**src/rtl/hdmi_video_timing_gen.sv**
```systemverilog
// Programmable HDMI video timing generator with per-frame shadowed timing,
// SOF-based stream alignment and underflow accounting.
module hdmi_video_timing_gen #(
    parameter int DATA_WIDTH = 24,
    parameter int H_BITS     = 12,
    parameter int V_BITS     = 12,
    parameter int CNT_BITS   = 16
) (
    input  logic                  ACLK,
    input  logic                  RST,
    input  logic                  EN,
    input  logic [H_BITS-1:0]     H_ACTIVE,
    input  logic [H_BITS-1:0]     H_FP,
    input  logic [H_BITS-1:0]     H_SYNC,
    input  logic [H_BITS-1:0]     H_BP,
    input  logic [V_BITS-1:0]     V_ACTIVE,
    input  logic [V_BITS-1:0]     V_FP,
    input  logic [V_BITS-1:0]     V_SYNC,
    input  logic [V_BITS-1:0]     V_BP,
    input  logic                  HS_POL,
    input  logic                  VS_POL,
    input  logic                  S_VALID,
    output logic                  S_READY,
    input  logic [DATA_WIDTH-1:0] S_DATA,
    input  logic                  S_SOF,
    output logic                  HDMI_DE,
    output logic                  HDMI_HSYNC,
    output logic                  HDMI_VSYNC,
    output logic [DATA_WIDTH-1:0] HDMI_DATA,
    output logic                  FRAME_START,
    output logic                  UNDERFLOW,
    output logic [CNT_BITS-1:0]   UNDERFLOW_CNT
);

    localparam int HW = H_BITS + 2;
    localparam int VW = V_BITS + 2;

    typedef enum logic [1:0] {IDLE, SEEK, LOCK} state_t;

    state_t state, state_nx;

    logic [H_BITS-1:0] h_act_s, h_fp_s, h_sync_s, h_bp_s;
    logic [V_BITS-1:0] v_act_s, v_fp_s, v_sync_s, v_bp_s;

    logic [HW-1:0] h_cnt, h_sync_beg, h_sync_end, h_tot;
    logic [VW-1:0] v_cnt, v_sync_beg, v_sync_end, v_tot;

    logic running, h_last, v_last, frame_wrap, active, at_origin;
    logic in_hsync, in_vsync, shadow_load, s_ready_c, en_p0, underflow_c;

    logic                  de_p1, hs_p1, vs_p1, fs_p1, uf_p1;
    logic [DATA_WIDTH-1:0] data_p1;
    logic [CNT_BITS-1:0]   uf_cnt_p1;

    function automatic logic [CNT_BITS-1:0] sat_inc(input logic [CNT_BITS-1:0] c);
        return (&c) ? c : c + CNT_BITS'(1);
    endfunction

    // Segment boundaries derived from the shadowed (frame-stable) timing
    assign h_sync_beg = HW'(h_act_s) + HW'(h_fp_s);
    assign h_sync_end = h_sync_beg + HW'(h_sync_s);
    assign h_tot      = h_sync_end + HW'(h_bp_s);
    assign v_sync_beg = VW'(v_act_s) + VW'(v_fp_s);
    assign v_sync_end = v_sync_beg + VW'(v_sync_s);
    assign v_tot      = v_sync_end + VW'(v_bp_s);

    assign running     = (state != IDLE);
    assign h_last      = (h_cnt == h_tot - HW'(1));
    assign v_last      = (v_cnt == v_tot - VW'(1));
    assign frame_wrap  = running && h_last && v_last;
    assign active      = (h_cnt < HW'(h_act_s)) && (v_cnt < VW'(v_act_s));
    assign at_origin   = (h_cnt == '0) && (v_cnt == '0);
    assign in_hsync    = (h_cnt >= h_sync_beg) && (h_cnt < h_sync_end);
    assign in_vsync    = (v_cnt >= v_sync_beg) && (v_cnt < v_sync_end);
    assign shadow_load = ((state == IDLE) && EN) || frame_wrap;
    assign underflow_c = (state == LOCK) && active && !S_VALID;

    always_comb begin
        s_ready_c = 1'b0;
        case (state)
            SEEK:    s_ready_c = !S_SOF;
            LOCK:    s_ready_c = active && S_VALID && (!S_SOF || at_origin);
            default: s_ready_c = 1'b0;
        endcase
    end

    assign S_READY = s_ready_c;

    // A beat whose SOF flag disagrees with the (0,0) position breaks lock
    always_comb begin
        state_nx = state;
        case (state)
            IDLE:    if (EN) state_nx = SEEK;
            SEEK:    if (frame_wrap && S_VALID && S_SOF) state_nx = LOCK;
            LOCK:    if (active && S_VALID && (S_SOF != at_origin)) state_nx = SEEK;
            default: state_nx = IDLE;
        endcase
        if (frame_wrap && !EN) state_nx = IDLE;
    end

    always_ff @(posedge ACLK) begin
        if (shadow_load) begin
            h_act_s  <= H_ACTIVE;
            h_fp_s   <= H_FP;
            h_sync_s <= H_SYNC;
            h_bp_s   <= H_BP;
            v_act_s  <= V_ACTIVE;
            v_fp_s   <= V_FP;
            v_sync_s <= V_SYNC;
            v_bp_s   <= V_BP;
        end
    end

    always_ff @(posedge ACLK or posedge RST) begin
        if (RST) begin
            state <= IDLE;
            h_cnt <= '0;
            v_cnt <= '0;
            en_p0 <= 1'b0;
        end else begin
            state <= state_nx;
            en_p0 <= EN;
            if (!running) begin
                h_cnt <= '0;
                v_cnt <= '0;
            end else if (h_last) begin
                h_cnt <= '0;
                v_cnt <= v_last ? '0 : v_cnt + VW'(1);
            end else begin
                h_cnt <= h_cnt + HW'(1);
            end
        end
    end

    // Output stage: registered one cycle behind the counters
    always_ff @(posedge ACLK or posedge RST) begin
        if (RST) begin
            de_p1     <= 1'b0;
            hs_p1     <= 1'b0;
            vs_p1     <= 1'b0;
            fs_p1     <= 1'b0;
            uf_p1     <= 1'b0;
            data_p1   <= '0;
            uf_cnt_p1 <= '0;
        end else begin
            de_p1   <= running && active;
            hs_p1   <= (running && in_hsync) ? HS_POL : !HS_POL;
            vs_p1   <= (running && in_vsync) ? VS_POL : !VS_POL;
            fs_p1   <= running && at_origin;
            uf_p1   <= underflow_c;
            data_p1 <= ((state == LOCK) && s_ready_c) ? S_DATA : '0;
            if (EN && !en_p0)
                uf_cnt_p1 <= '0;
            else if (underflow_c)
                uf_cnt_p1 <= sat_inc(uf_cnt_p1);
        end
    end

    assign HDMI_DE       = de_p1;
    assign HDMI_HSYNC    = hs_p1;
    assign HDMI_VSYNC    = vs_p1;
    assign HDMI_DATA     = data_p1;
    assign FRAME_START   = fs_p1;
    assign UNDERFLOW     = uf_p1;
    assign UNDERFLOW_CNT = uf_cnt_p1;

endmodule

```
**config.mk**
```make
export PLATFORM = sky130hd
export DESIGN_NAME = hdmi_video_timing_gen
export DESIGN_NICKNAME = d
export VERILOG_FILES = /design/src/rtl/hdmi_video_timing_gen.sv
export SDC_FILE = /design/constraint.sdc
export NUM_CORES = 1
export LEC_CHECK = 0
export CAP_MARGIN = 20
export CORE_ASPECT_RATIO = 1.5
export CORE_UTILIZATION = 61
export CTS_BUF_LIST = sky130_fd_sc_hd__clkbuf_16
export CTS_CLUSTER_DIAMETER = 100
export DETAILED_ROUTE_END_ITERATION = 6
export GPL_ROUTABILITY_DRIVEN = 0
export GPL_TIMING_DRIVEN = 0
export PLACE_DENSITY_LB_ADDON = 0.15
export SYNTH_ARGS = -nofsm -noshare
export SYNTH_HDL_FRONTEND = slang
export SYNTH_SLANG_ARGS = --single-unit
```
**constraint.sdc**
```tcl
create_clock -name ACLK -period 11.4 [get_ports ACLK]
set_input_delay 2.28 -clock ACLK [delete_from_list [all_inputs] [get_ports ACLK]]
set_output_delay 2.28 -clock ACLK [all_outputs]
set_load 0.005 [all_outputs]
```
# == Word level (Yosys, flattened, before mapping) ==
# Index checks and enable logic that the tools add are counted.
# totals
reg_bits,172
inputBits,127
out_inout_bits,46
# op_classes
addsub,11
n_lt_le_gt_ge,6
eq_ne,10
n_mux,17
reduce_logical,37
# ops
operator,count
14-bit two-way mux,5
16-bit two-way mux,3
13-bit by 12-bit adder with 14-bit output,2
14-bit by 1-bit adder with 14-bit output (second input constant),2
14-bit by 12-bit adder with 14-bit output,2
14-bit == test,2
14-bit by 13-bit >= comparator with 1-bit output,2
14-bit zero test,2
14-bit by 12-bit less-than comparator with 1-bit output,2
14-bit less-than comparator,2
14-bit by 1-bit subtractor with 14-bit output (second input constant),2
12-bit by 12-bit adder with 13-bit output,2
24-bit two-way mux,1
1-bit logical AND,21
16-bit by 1-bit adder with 16-bit output (second input constant),1
16-bit AND reduction,1
2-bit two-way mux,4
1-bit zero test,6
2-bit one-hot mux with 3 select lines,1
2-bit nonzero test,2
3-bit by 1-bit inequality test with 1-bit output (second input constant),1
3-bit by 2-bit inequality test with 1-bit output (second input constant),1
3-bit inequality test (second input constant),1
3-bit AND reduction,1
10 further kinds,12

# == Depth between registers and ports, before layout ==
# logic_depth
ltp_word,12
ltp_mapped,30
ltp_nobuf,29

# == Worst setup path after synthesis ==
# OpenSTA, ideal clock, no wires.
# synth_path
kind,register to register
start,register v_act_s[0]
end,register h_act_s[0] (enable)
arrival_ns,7.382
slack_ns,3.565
stages_incl_launch_ff,28
path_buffers,0
path_cell_list,edfxtp_1 -> ha_1 -> fa_1 -> a21o_1 -> a21oi_1 -> nand2b_1 -> nand2b_1 -> a21oi_1 -> xnor2_1 -> ha_1 -> a21o_1 -> a211o_1 -> o31a_1 -> o21ai_0 -> nand2b_1 -> xnor2_1 -> ha_1 -> inv_1 -> ha_1 -> xor2_1 -> or3_1 -> a211oi_1 -> a211oi_1 -> a211oi_1 -> o211ai_1 -> mux2_2 -> and2b_1 -> a21o_1
# synth_via
elab_chain_cells,7
# synth_lines
element,line,rtl
from (decl),43,"logic [V_BITS-1:0] v_act_s, v_fp_s, v_sync_s, v_bp_s;"
from (signal assigned),107,v_act_s <= V_ACTIVE;
12-bit by 12-bit adder with 13-bit output,63,assign v_sync_beg = VW'(v_act_s) + VW'(v_fp_s);
13-bit by 12-bit adder with 14-bit output,64,assign v_sync_end = v_sync_beg + VW'(v_sync_s);
14-bit by 12-bit adder with 14-bit output,65,assign v_tot = v_sync_end + VW'(v_bp_s);
14-bit by 1-bit subtractor with 14-bit output,69,assign v_last = (v_cnt == v_tot - VW'(1));
14-bit == test,69,
1-bit logical AND,70,assign frame_wrap = running && h_last && v_last;
1-bit logical OR,75,assign shadow_load = ((state == IDLE) && EN) || frame_wrap;
named net shadow_load,49,"logic in_hsync, in_vsync, shadow_load, s_ready_c, en_p0, underflow_c;"
to (signal assigned),103,h_act_s <= H_ACTIVE;
to (decl),42,"logic [H_BITS-1:0] h_act_s, h_fp_s, h_sync_s, h_bp_s;"
# The timed path passes the listed nets, and every way through them passes these cells.
# A chain may end at the register's enable or synchronous reset.

# == Worst setup path in the final report ==
# layout_path
start,register v_act_s[1]
end,register v_fp_s[2] (enable)
# layout_via
elab_chain_cells,7
# layout_lines
element,line,rtl
12-bit by 12-bit adder with 13-bit output,63,
13-bit by 12-bit adder with 14-bit output,64,
14-bit by 12-bit adder with 14-bit output,65,
14-bit by 1-bit subtractor with 14-bit output,69,
14-bit == test,69,
1-bit logical AND,70,
1-bit logical OR,75,
named net shadow_load,49,
to (signal assigned),108,v_fp_s <= V_FP;
to (decl),43,
# The timed path passes the listed nets, and every way through them passes these cells.

==> out/qor.yml <==
critical_path:
  start_kind: "flop"
  crit_top_cell: "ha_1"
  crit_path_max_fanout: 49
  end_kind: "flop"
  path_class: "reg2reg"
  cp.arrival_ns: 7.88
  cpMaxStageDelayCell: "nor4b_1"
  slowest_delay_ns: 0.71
  required_ns: 11.52
global_route:
  grt_pass1_vias: 10200
  grt_max_degree: 62
  antenna_found_initial: 0
  grt_first_pass_wirelength_um: 48100
  overflow: 0
  track_usage_pct: 29.7
clock_network:
  cts_tree: "yes"
  clk_pin_slew_ns: 0.06
  holdBufCountCts: 0
  root_buffer: "clkbuf_16"
  clk_path_buf_depth: 2
  ctsResizeCount: 0
  cts.sinks: 172
  htree_levels: 4
  cts_buffers: 17
  post_cts_buffers: 0
  clk_latency_ns: 0.45
synthesis:
  syn-num-nets: 1563
  ys_ff_latch: 172
  yosys.area.top_type: "edfxtp_1"
  netlist_instances: 1257
  synth_edf_count: 96
  async_flop_share_pct: 44.2
  netlist.area_leader.share_pct: 23.3
  synth_area_mm2: 0.0124
  synth_cell_types: 70
  yosys-top-cells-count: "173 x ha_1, 152 x inv_1, 96 x edfxtp_1, 85 x nor2_1, 76 x dfrtp_1"
  synthFlopType: "edfxtp_1"
  synthMostInstantiatedCell: "ha_1"
  avgSynthCellArea_um2: 9.84
  yosysWarningCount: 0
  synthTopCellsByArea: "edfxtp_1 23%, ha_1 18%, dfrtp_1 15%, inv_1 4.6%, xnor2_1 4.1%"
  yosysSeqAreaShare_pct: 38.7
timing:
  setup_viol: 0
  finalSetupTns_ns: 0
  rsz0062_at_grt: "false"
  slew_headroom_pct: 42.9
  finalCriticalPeriod_ns: 7.77
  drv_slew: 0
  timing.fmax_mhz: 129
  worstMarginPinSlew_ns: 0.849
  fin_worst_skew_ns: 0.0131
  finalHoldViolations: 0
  fin_crit_sh_pct: 68.1
place:
  io_buffer_count: 172
  placed_cell_area_mm2: 0.0145
  dp_hpwl_um: 23700
job:
  drv_cap: 0
finish:
  area_growth_pct: 21.7
  num_antenna_cells: 0
  final_cell_area_mm2: 0.0150
  layout-drive-gt1-share_pct: 3.76
  final_nets: 1756
min_path:
  holdCritPathClass: "reg2reg"
outcome:
  status: "completed"
floorplanning:
  initial_core_util_pct: 62.5
  die_h_um: 176
  ios: 173
  std_cell_rows: 63
  die_width_um: 118
  die_area_mm2: 0.0209
  core_area_mm2: 0.0198
route:
  finalWirelength_um: 30300
  dr.pass1.iters: 5
  viasPerCell: 5.82
  wl_per_cell_um: 17.6
  drt_iter0_drc: 445
  ant_nets: 0
  vias: 10000
  drc: 0
## cell families (layout without fill, tap and decap cells)
kind of cell	count (synthesis)	after routing	share of synthesized area, %
AOI/OAI and AO/OA	268	268	14.5
xor gates and xnor gates	114	114	8.20
adders and majority gates	179	179	18.5
buffers and inverters	175	380	5.33
DFF	172	172	38.7
muxes	5	5	0.435
and+or+nand+nor	344	344	14.4
## critical path, delay by kind of cell, from the launching register on
kind,cells,cell delay [ns]
compound gates,12,2.57
xor+xnor,3,0.51
fa+ha+maj,4,1.28
buf+inv,2,0.35
flops,1,0.46
mux,1,0.41
simple gates,7,1.78
## placed cells by master, fill, tap and decap left out, drive strengths merged, types with 7 or more instances in the layout
| cell type | Yosys | routed |
|---|---|---|
| a211oi | 18 | 18 |
| a21o | 34 | 34 |
| a21oi | 59 | 59 |
| and2 | 25 | 25 |
| and3 | 13 | 13 |
| buf | 5 | 7 |
| clkbuf | 18 | 37 |
| clkdlybuf4s50 | 0 | 172 |
| dfrtp | 76 | 76 |
| edfxtp | 96 | 96 |
| ha | 173 | 173 |
| inv | 152 | 159 |
| nand2 | 64 | 64 |
| nand2b | 19 | 19 |
| nand3 | 36 | 36 |
| nand4 | 13 | 13 |
| nor2 | 85 | 85 |
| nor3 | 27 | 27 |
| nor3b | 12 | 12 |
| nor4 | 10 | 10 |
| o211ai | 19 | 19 |
| o21a | 13 | 13 |
| o21ai | 57 | 57 |
| o21bai | 16 | 16 |
| or2 | 8 | 8 |
| or3 | 8 | 8 |
| xnor2 | 58 | 58 |
| xor2 | 55 | 55 |
## sequential cells by signal (all words and copies together), names as in the netlist
name,flops
v_act_s,12
h_cnt,14
v_sync_s,12
FRAME_START,1
HDMI_HSYNC,1
v_fp_s,12
UNDERFLOW_CNT,16
h_sync_s,12
state,2
UNDERFLOW,1
en_p0,1
v_cnt,14
h_bp_s,12
HDMI_VSYNC,1
HDMI_DE,1
HDMI_DATA,24
h_act_s,12
h_fp_s,12
v_bp_s,12
## layout make-up
class / count / area (um2)
multi-input combinational: 910 / 6930
sequential: 172 / 4780
fill: 1407 / 4740
timing repair buffer: 174 / 1780
inverter: 152 / 573
clock buffer: 19 / 475
tap: 260 / 325
clock inverter: 12 / 92.6
buffer: 23 / 88.8
## per-layer routing
| metal | global-route usage, % | vias to the layer above | routed length, um |
|---|---|---|---|
| li1 | - | 4859 | - |
| met1 | 29.1 | 4710 | 10700 |
| met3 | 4.75 | 135 | 1120 |
| met4 | 21.2 | 0 | 1950 |
| met5 | 0 | - | 0 |
| met2 | 56.2 | 317 | 16500 |
## final timing paths
check,from,to,slack [ns],depth (start not counted)
min in group asynchronous,RST,HDMI_DATA[17],2.12,2
setup / recovery,v_act_s[1],v_fp_s[2],3.63,29
max in group asynchronous,RST,HDMI_HSYNC,8.69,3
hold / removal,UNDERFLOW_CNT[8],UNDERFLOW_CNT[8],0.57,2
setup reg to reg,v_act_s[1],v_fp_s[2],3.63,29
hold reg to reg,UNDERFLOW_CNT[8],UNDERFLOW_CNT[8],0.57,2
## per-stage QoR
| step | worst slack, ns | utilization, % | hold WS (ns) | std cells |
|---|---|---|---|---|
| after floorplan | 3.57 | - | 0.509 | 1257 |
| after global placement | 1.89 | 72.9 | 0.539 | 1689 |
| after detailed placement | 3.75 | 73.2 | 0.560 | 1691 |
| after CTS | 3.68 | 76.1 | 0.577 | 1722 |
| after global routing | 3.23 | 76.1 | 0.599 | 1722 |
| final | 3.63 | 76.1 | 0.574 | 1722 |
Power is not shown: default switching activity piles up to over one toggle a cycle in this logic, so the estimate is an artifact.
